### src/rtl/rs_scheduler_pkg.sv
// Shared constants and types for the reservation-station scheduler.
// Latency: n/a (declarations only).
// Backpressure: n/a.
package rs_scheduler_pkg;

    localparam int NUM_RS    = 4;
    localparam int ROB_IDX_W = 4;
    localparam int RS_IDX_W  = 2;

    // rs_dest encoding meaning "no station chosen"
    localparam logic [2:0] RS_NONE = 3'b111;

    typedef enum logic {
        S_IDLE,
        S_OFFER
    } sched_state_t;

    function automatic logic [NUM_RS-1:0] rs_onehot(input logic [RS_IDX_W-1:0] idx);
        logic [NUM_RS-1:0] oh;
        oh      = '0;
        oh[idx] = 1'b1;
        return oh;
    endfunction

endpackage

### src/rtl/rs_age_picker.sv
// Oldest-first selector over eligible reservation stations, age relative to ROB head.
// Latency: purely combinational.
// Backpressure: none; caller decides when to sample the winner.
// Ports: elig (per-RS eligible), rs_rob_flat (ROB entry per RS), rob_head,
//        win_idx/win_rob (chosen RS and its ROB entry), any_vld (some RS eligible).
import rs_scheduler_pkg::*;

module rs_age_picker (
    input  logic [NUM_RS-1:0]           elig,
    input  logic [NUM_RS*ROB_IDX_W-1:0] rs_rob_flat,
    input  logic [ROB_IDX_W-1:0]        rob_head,
    output logic [RS_IDX_W-1:0]         win_idx,
    output logic [ROB_IDX_W-1:0]        win_rob,
    output logic                        any_vld
);

    logic [ROB_IDX_W-1:0] age;
    logic [ROB_IDX_W-1:0] best_age;

    // Ascending scan with strict less-than keeps the lower index on ties.
    // The subtraction wraps modulo 2^ROB_IDX_W, so ages stay correct across
    // ROB index wraparound.
    always_comb begin
        win_idx  = '0;
        win_rob  = '0;
        best_age = '0;
        any_vld  = 1'b0;
        age      = '0;
        for (int i = 0; i < NUM_RS; i++) begin
            age = rs_rob_flat[i*ROB_IDX_W +: ROB_IDX_W] - rob_head;
            if (elig[i] && (!any_vld || (age < best_age))) begin
                any_vld  = 1'b1;
                best_age = age;
                win_idx  = RS_IDX_W'(i);
                win_rob  = rs_rob_flat[i*ROB_IDX_W +: ROB_IDX_W];
            end
        end
    end

endmodule

### src/rtl/rs_scheduler.sv
// RS allocation (combinational lowest-free pick) and oldest-ready dispatch to one FU.
// Latency: ready_bus -> fu_valid 1 cycle; back-to-back dispatch 1 per cycle.
// Backpressure: offer held stable while fu_valid & !fu_ready; alloc stalls when no RS free.
// Ports: clk/reset (sync, active-high), mispredicted (flush), alloc_req -> rs_dest/alloc_stall,
//        busy_bus/ready_bus/rs_rob_flat/rob_head (RS status), fu_valid/fu_sel/fu_rob_entry/
//        fu_ready (dispatch handshake), consumed_bus (one-hot clear to accepted RS).
import rs_scheduler_pkg::*;

module rs_scheduler (
    input  logic                        clk,
    input  logic                        reset,
    input  logic                        mispredicted,
    input  logic                        alloc_req,
    input  logic [NUM_RS-1:0]           busy_bus,
    input  logic [NUM_RS-1:0]           ready_bus,
    input  logic [NUM_RS*ROB_IDX_W-1:0] rs_rob_flat,
    input  logic [ROB_IDX_W-1:0]        rob_head,
    output logic [2:0]                  rs_dest,
    output logic                        alloc_stall,
    output logic                        fu_valid,
    output logic [RS_IDX_W-1:0]         fu_sel,
    output logic [ROB_IDX_W-1:0]        fu_rob_entry,
    input  logic                        fu_ready,
    output logic [NUM_RS-1:0]           consumed_bus
);

    sched_state_t          state_q, state_d;
    logic                  fu_valid_q, fu_valid_d;
    logic [RS_IDX_W-1:0]   fu_sel_q, fu_sel_d;
    logic [ROB_IDX_W-1:0]  fu_rob_entry_q, fu_rob_entry_d;

    logic [NUM_RS-1:0]     free;
    logic [NUM_RS-1:0]     elig;
    logic [RS_IDX_W-1:0]   low_free_idx;
    logic                  flush;
    logic                  win_any;
    logic [RS_IDX_W-1:0]   win_idx;
    logic [ROB_IDX_W-1:0]  win_rob;

    assign flush = reset | mispredicted;

    // Clear pulse only on a real handshake; a flush in the same cycle drops the offer.
    always_comb begin
        consumed_bus = '0;
        if (fu_valid_q && fu_ready && !flush) begin
            consumed_bus = rs_onehot(fu_sel_q);
        end
    end

    // An RS being consumed this cycle still shows busy; keep it away from
    // allocation until it has actually cleared.
    assign free = ~busy_bus & ~consumed_bus;

    always_comb begin
        low_free_idx = '0;
        for (int i = NUM_RS - 1; i >= 0; i--) begin
            if (free[i]) begin
                low_free_idx = RS_IDX_W'(i);
            end
        end
    end

    always_comb begin
        rs_dest     = RS_NONE;
        alloc_stall = 1'b0;
        if (alloc_req && !flush) begin
            if (|free) begin
                rs_dest = {1'b0, low_free_idx};
            end else begin
                alloc_stall = 1'b1;
            end
        end
    end

    // The RS currently on offer is excluded so the picker already names the
    // follow-on winner for a back-to-back load at the accepting edge.
    always_comb begin
        elig = busy_bus & ready_bus;
        if (fu_valid_q) begin
            elig[fu_sel_q] = 1'b0;
        end
    end

    rs_age_picker u_picker (
        .elig        (elig),
        .rs_rob_flat (rs_rob_flat),
        .rob_head    (rob_head),
        .win_idx     (win_idx),
        .win_rob     (win_rob),
        .any_vld     (win_any)
    );

    always_comb begin
        state_d        = state_q;
        fu_valid_d     = fu_valid_q;
        fu_sel_d       = fu_sel_q;
        fu_rob_entry_d = fu_rob_entry_q;
        unique case (state_q)
            S_IDLE: begin
                if (win_any) begin
                    state_d        = S_OFFER;
                    fu_valid_d     = 1'b1;
                    fu_sel_d       = win_idx;
                    fu_rob_entry_d = win_rob;
                end
            end
            S_OFFER: begin
                // No preemption: the offer only moves on acceptance.
                if (fu_ready) begin
                    if (win_any) begin
                        fu_sel_d       = win_idx;
                        fu_rob_entry_d = win_rob;
                    end else begin
                        state_d    = S_IDLE;
                        fu_valid_d = 1'b0;
                    end
                end
            end
            default: begin
                state_d    = S_IDLE;
                fu_valid_d = 1'b0;
            end
        endcase
    end

    always_ff @(posedge clk) begin
        if (flush) begin
            state_q        <= S_IDLE;
            fu_valid_q     <= 1'b0;
            fu_sel_q       <= '0;
            fu_rob_entry_q <= '0;
        end else begin
            state_q        <= state_d;
            fu_valid_q     <= fu_valid_d;
            fu_sel_q       <= fu_sel_d;
            fu_rob_entry_q <= fu_rob_entry_d;
        end
    end

    assign fu_valid     = fu_valid_q;
    assign fu_sel       = fu_sel_q;
    assign fu_rob_entry = fu_rob_entry_q;

endmodule

### config.mk
export PLATFORM = sky130hd
export DESIGN_NAME = rs_scheduler
export DESIGN_NICKNAME = d
export VERILOG_FILES = /design/src/rtl/rs_scheduler_pkg.sv /design/src/rtl/rs_age_picker.sv /design/src/rtl/rs_scheduler.sv
export SDC_FILE = /design/constraint.sdc
export NUM_CORES = 1
export LEC_CHECK = 0
export ABC_AREA = 1
export CORE_MARGIN = 4
export CORE_UTILIZATION = 42
export DETAILED_ROUTE_END_ITERATION = 10
export HOLD_SLACK_MARGIN = 0.1
export PLACE_DENSITY = 0.77
export SYNTH_ARGS = -nofsm -noshare
export SYNTH_HDL_FRONTEND = slang
export SYNTH_SLANG_ARGS = --single-unit
### constraint.sdc
create_clock -name clk -period 5 [get_ports clk]
set_input_delay 1 -clock clk [delete_from_list [all_inputs] [get_ports clk]]
set_output_delay 1 -clock clk [all_outputs]
set_load 0.05 [all_outputs]
## Yosys cells after proc, flatten, opt, wreduce, memory -nomap -nowiden

Cells that the tools add are included.

- Register bits: 8
- Input port bits: 33
- Output and inout bits: 15
- Word-level logic and storage cells: 79

- Add/sub/neg operators: 4
- Magnitude comparators: 5
- Eq/ne operators: 3
- Multiplexer cells: 39
- Bitwise gates (word level): 8
- Reduce and logical (&&, ||, !) cells: 16

Operators by type and width:

| cell | count |
|---|---|
| two-way mux 4 bit | 11 |
| two-way mux 2 bit | 8 |
| subtractor 4 bit | 4 |
| two-way mux 1 bit | 13 |
| AND 4 bit | 3 |
| less-than comparator 4 bit | 3 |
| NOT 4 bit | 3 |
| case mux 4 bit (2 select lines) | 1 |
| logical AND 1 bit | 7 |
| two-way mux 3 bit | 2 |
| logical NOT 1 bit | 4 |
| != test 2 bit (second input constant) | 2 |
| case mux 1 bit (2 select lines) | 2 |
| case mux 2 bit (2 select lines) | 1 |
| OR reduction 4 bit | 1 |
| logical OR 1 bit | 3 |
| less-than comparator 2 x 3 -> 1 bit (second input constant) | 1 |
| AND reduction 3 bit | 1 |
| demux 1 bit (select 2 bit) | 1 |
| greater-or-equal comparator 2 x 1 -> 1 bit (second input constant) | 1 |
| != test 2 x 1 -> 1 bit (second input constant) | 1 |
| NOT 1 bit | 1 |
| OR 1 bit | 1 |

## Longest topological paths before layout

- Word-level depth: 23
- Mapped depth: 37
- Gate-level depth less buffers: 35

## By module

A second synthesis with hierarchy kept.

- Cells, all modules: 236
- Area, all modules: 1505.2 um^2

Modules (own cells, without submodules):

| module | times used | cells an instance | area an instance (um^2) |
|---|---|---|---|
| rs_age_picker | 1 | 156 | 1012.2 |
| rs_scheduler | 1 | 80 | 493.0 |

## Worst setup path after synthesis

No wires, ideal clock.

- Path type: input to register
- From: input port rob_head[1]
- To: register fu_rob_entry_q[0] (netlist: fu_rob_entry[0])
- Setup time: 0.070 ns
- Data arrival time: 4.837 ns
- Required time: 4.930 ns
- Path slack: 0.093 ns
- Stages on the path: 32
- Cells stage by stage: inv_1 > ha_1 > nand2_1 > nor2_1 > a211oi_1 > o21ai_0 > ha_1 > nand2_1 > inv_1 > nand2_1 > nand2_2 > nand2_4 > nand2_4 > clkbuf_1 > o21ai_0 > ha_1 > nand2_1 > inv_1 > nand2_1 > nand2_1 > nand2_2 > nand2_4 > clkbuf_1 > o21ai_0 > ha_1 > a21oi_1 > nand2_2 > nand2_4 > nand2_4 > nand2_1 > nand3_1 > a21oi_1

- Word-level cells in the longest chain between the ends: 17

Ends and longest elaborated chain:

| what | line | text |
|---|---|---|
| from (decl) | rs_scheduler.sv:17 | `input logic [ROB_IDX_W-1:0] rob_head,` |
| subtractor 4 bit | rs_age_picker.sv:30 | `age = rs_rob_flat[i*ROB_IDX_W +: ROB_IDX_W] - rob_head;` |
| two-way mux 4 bit | rs_age_picker.sv:31 | `if (elig[i] && (!any_vld \|\| (age < best_age))) begin` |
| less-than comparator 4 bit | rs_age_picker.sv:31 |  |
| logical OR 1 bit | rs_age_picker.sv:31 |  |
| logical AND 1 bit | rs_age_picker.sv:31 |  |
| two-way mux 4 bit or two-way mux 1 bit (tied branches) | rs_age_picker.sv:31 |  |
| less-than comparator 4 bit or logical NOT 1 bit (tied branches) | rs_age_picker.sv:31 |  |
| logical OR 1 bit | rs_age_picker.sv:31 |  |
| logical AND 1 bit | rs_age_picker.sv:31 |  |
| two-way mux 4 bit or two-way mux 1 bit (tied branches) | rs_age_picker.sv:31 |  |
| less-than comparator 4 bit or logical NOT 1 bit (tied branches) | rs_age_picker.sv:31 |  |
| logical OR 1 bit | rs_age_picker.sv:31 |  |
| logical AND 1 bit | rs_age_picker.sv:31 |  |
| two-way mux 4 bit or two-way mux 1 bit (tied branches) | rs_age_picker.sv:31 |  |
| two-way mux 4 bit * | rs_scheduler.sv:100, rs_scheduler.sv:110 |  |
| two-way mux 4 bit | rs_scheduler.sv:109 | `if (fu_ready) begin` |
| case mux 4 bit (2 select lines) * | rs_scheduler.sv:98 | `unique case (state_q)` |
| to (signal assigned) | rs_scheduler.sv:136 | `fu_rob_entry_q <= fu_rob_entry_d;` |
| to (decl) | rs_scheduler.sv:30 | `logic [ROB_IDX_W-1:0] fu_rob_entry_q, fu_rob_entry_d;` |

Mark *: on every way between the ends. The rest lies on a longest branch, timed or not. The select of a mux whose other input is x is not followed.
A chain may end at the register's enable or synchronous reset.

## Worst setup path in the final report

- From: input port rs_rob_flat[6]
- To: register fu_rob_entry_q[0] (netlist: fu_rob_entry[0])

- Word-level cells in the longest chain between the ends: 16

Ends and longest elaborated chain:

| what | line | text |
|---|---|---|
| from (decl) | rs_scheduler.sv:16 | `input logic [NUM_RS*ROB_IDX_W-1:0] rs_rob_flat,` |
| subtractor 4 bit * | rs_age_picker.sv:30 |  |
| less-than comparator 4 bit | rs_age_picker.sv:31 |  |
| logical OR 1 bit | rs_age_picker.sv:31 |  |
| logical AND 1 bit | rs_age_picker.sv:31 |  |
| two-way mux 4 bit or two-way mux 1 bit (tied branches) | rs_age_picker.sv:31 |  |
| less-than comparator 4 bit or logical NOT 1 bit (tied branches) | rs_age_picker.sv:31 |  |
| logical OR 1 bit | rs_age_picker.sv:31 |  |
| logical AND 1 bit | rs_age_picker.sv:31 |  |
| two-way mux 4 bit or two-way mux 1 bit (tied branches) | rs_age_picker.sv:31 |  |
| less-than comparator 4 bit or logical NOT 1 bit (tied branches) | rs_age_picker.sv:31 |  |
| logical OR 1 bit | rs_age_picker.sv:31 |  |
| logical AND 1 bit | rs_age_picker.sv:31 |  |
| two-way mux 4 bit or two-way mux 1 bit (tied branches) | rs_age_picker.sv:31 |  |
| two-way mux 4 bit * | rs_scheduler.sv:100, rs_scheduler.sv:110 |  |
| two-way mux 4 bit | rs_scheduler.sv:109 |  |
| case mux 4 bit (2 select lines) * | rs_scheduler.sv:98 |  |

Marked as above.

==> reports/qor.csv <==
metric,value,unit
htreeDepth,1,
yosys_warnings,0,
crit_arrival,5.01,ns
power_switching,0.1845,mW
clock_power_share,11.7,%
cts_sinks,8,
grt_first_pass_wirelength,6.699,mm
drive_above_1_share,25.43,%
drt_iter0_drc,79,
syn_area_per_cell,6.456,µm²
fmaxAchievable,0.2069,GHz
cts_hold_buf,0,
place_ws,-0.2160,ns
finalCritPeriodShare,96.66,%
finalNonFillerCells,337,
internal_power,0.2227,mW
grt_antenna_before_repair,0,
ys_ff_latch,8,
synth_top_area_share,18.09,%
die_h,66.81,µm
cp.required,5.18,ns
finalHoldViolCount,0,
async_flop_share,0,%
p_leak,1.114,nW
hpwl,3.504,mm
hold_depth,2,
clk_latency,0.25,ns
cts_tree,built,
place_congestion,0.9113,
setup_viol,0,
yosysSeqAreaShare,11.02,%
cp-end-kind,flop,
maxSlewHeadroom,66.02,%
p_seq_share,17.8,%
antenna_left,0,
synth_cells,225,
synth_edf_count,0,
wl,4.263,mm
grt_pass1_vias,1607,
die-area,4464,µm²
syn-cell-area,1453,µm²
critPathKind,input port to flop,
grt_start_max_net_pins,12,
setup_ws,0.1672,ns
dp_cells,331,
power_density,178.5,nW/µm²
ys_types,26,
netlist_top_cells_count,"nand2_1 (51), inv_1 (32), nand3_1 (31)",
antenna_cells,0,
numPortBuffers,47,
core,3337,µm²
yosys.area.top_type,ha_1,
root_buffer,clkbuf_4,
max_cap_viol_count,0,
via_per_inst,5.059,
final_nets,351,
slowest_delay,0.46,ns
vias,1705,
finClkSkew,0.001748,ns
overflow,0,
switching_share,45.31,%
ios,48,
crit_slowest_cell,clkdlybuf4s50_1,
tightest_slew,0.5082,ns
vdd_drop_max,0.00009350,V
pwr-share-comb,70.5,%
clockBufferDepth,2,
status,"complete, no violations",
clkSlewWorstSetupHoldPaths,0.05,ns
yosysMostFrequentCell,nand2_1,
drc,0,
start_kind,input port,
syn_nets,283,
reg2reg_depth,29,
core.rowCount,21,
maxSlewViolCount,0,
final.min_clock_period,4.833,ns
wl_per_cell,12.65,µm
path_common_cell,nand2_2,
path_max_fanout,7,
grt_use_total,18.88,%
synth_ff_type,dfxtp_1,
fp.dieW,66.81,µm
yosys-top-cells-area,"ha_1 (18%), nand2_1 (13%), dfxtp_1 (11%)",
numCtsBuffers,3,
dr.pass1.iters,7,
syn_to_final_growth,57.02,%
final_core_util,68.35,%
hp-class,flop to flop,
initial_core_util,43.53,%
cell families after synthesis:
logic type / count (synthesis) / synth area share [%]
compound gates: 33 / 12.32
flops: 8 / 11.02
fa+ha+maj: 25 / 23.60
simple gates: 107 / 35.31
buf+inv: 41 / 11.11
xor+xnor: 11 / 6.632
power groups by stage:
stage	Sequential, mW	Clock [mW]	Combinational, mW
floorplan	0.0851	0	0.154
global placement	0.0737	0	0.244
detailed placement	0.0737	0	0.249
CTS	0.0725	0.0490	0.250
global route	0.0733	0.0513	0.321
finish	0.0726	0.0475	0.287
stage by stage:
step | hold slack (ns) | setup TNS [ns] | power, mW | cell area, µm²
6_report | 0.4679 | 0 | 0.4071 | 2281
2_1_floorplan | 0.4301 | 0 | 0.2390 | 1453
5_1_grt | 0.4921 | -0.5228 | 0.4452 | 2281
4_1_cts | 0.4686 | 0 | 0.3716 | 2108
3_3_place_gp | 0.4395 | -0.5587 | 0.3182 | 2086
3_5_place_dp | 0.4479 | -1.064 | 0.3226 | 2086
flip-flops by register name, indices dropped and copies added, names as in the netlist:
name,flops
fu_valid,1
state_q,1
fu_rob_entry,4
fu_sel,2
final timing paths:
check | endpoint | slack, ns | startpoint
max | fu_rob_entry[0] | 0.17 | rs_rob_flat[6]
min | fu_rob_entry[0] | 0.47 | fu_rob_entry[0]
max reg2reg | fu_rob_entry[0] | 1.14 | fu_sel[0]
min reg2reg | fu_rob_entry[0] | 0.47 | fu_rob_entry[0]
per-layer routing:
layer	GRT usage [%]	share of wire [%]	vias to the layer above
li1	-	-	876
met1	23.32	40	740
met2	34.28	49	81
met3	3.373	8.9	8
met4	3.046	2.1	0
met5	0	0	-
cell type report:
cell class / count / area (µm²)
well taps: 46 / 57.56
inverters: 37 / 138.9
flip-flops and latches: 8 / 160.2
fillers: 306 / 1056
clock buffers: 3 / 22.52
repair buffers: 67 / 633.1
multi-input cells: 176 / 1269
worst max-delay path, delay by kind of cell:
family / cells / cell delay, ns
adder cells (fa/ha/maj): 4 / 1.33
buffers and inverters: 2 / 0.50
XOR/XNOR: 1 / 0.16
AND/OR/NAND/NOR: 16 / 1.25
AO/OA/AOI/OAI: 6 / 0.78
what timing repair did:
item                                    CTS  global route
endpoints found under the setup margin    0             6
resized for setup                         0            47
setup buffers                             0             3
hold endpoints to repair                  0             0
placed cells by master (no fill, tap or decap):
cell and count:
nand3_1 28, dlymetal6s2s_1 5, nor3_1 3, nor2_2 1, o21ai_1 3, a31oi_1 1, or2_2 3, nor2_1 5
xor2_1 5, xor2_2 2, o211ai_1 1, nor2_4 1, nand2_1 42, clkbuf_4 3, ha_4 1, a21oi_1 9
xnor2_1 4, fa_1 3, nand2_8 1, a21oi_2 5, nand3_2 4, inv_2 8, nand2_2 13, ha_2 1
o21ai_0 7, nand4_1 1, fa_2 1, a311oi_1 1, ha_1 19, inv_1 29, dfxtp_1 8, nand2_4 5
clkdlybuf4s50_1 42, o21ai_2 4, buf_4 20, o2111ai_1 1, a211oi_4 1
Note: power is estimated with default switching activity, not from simulation.
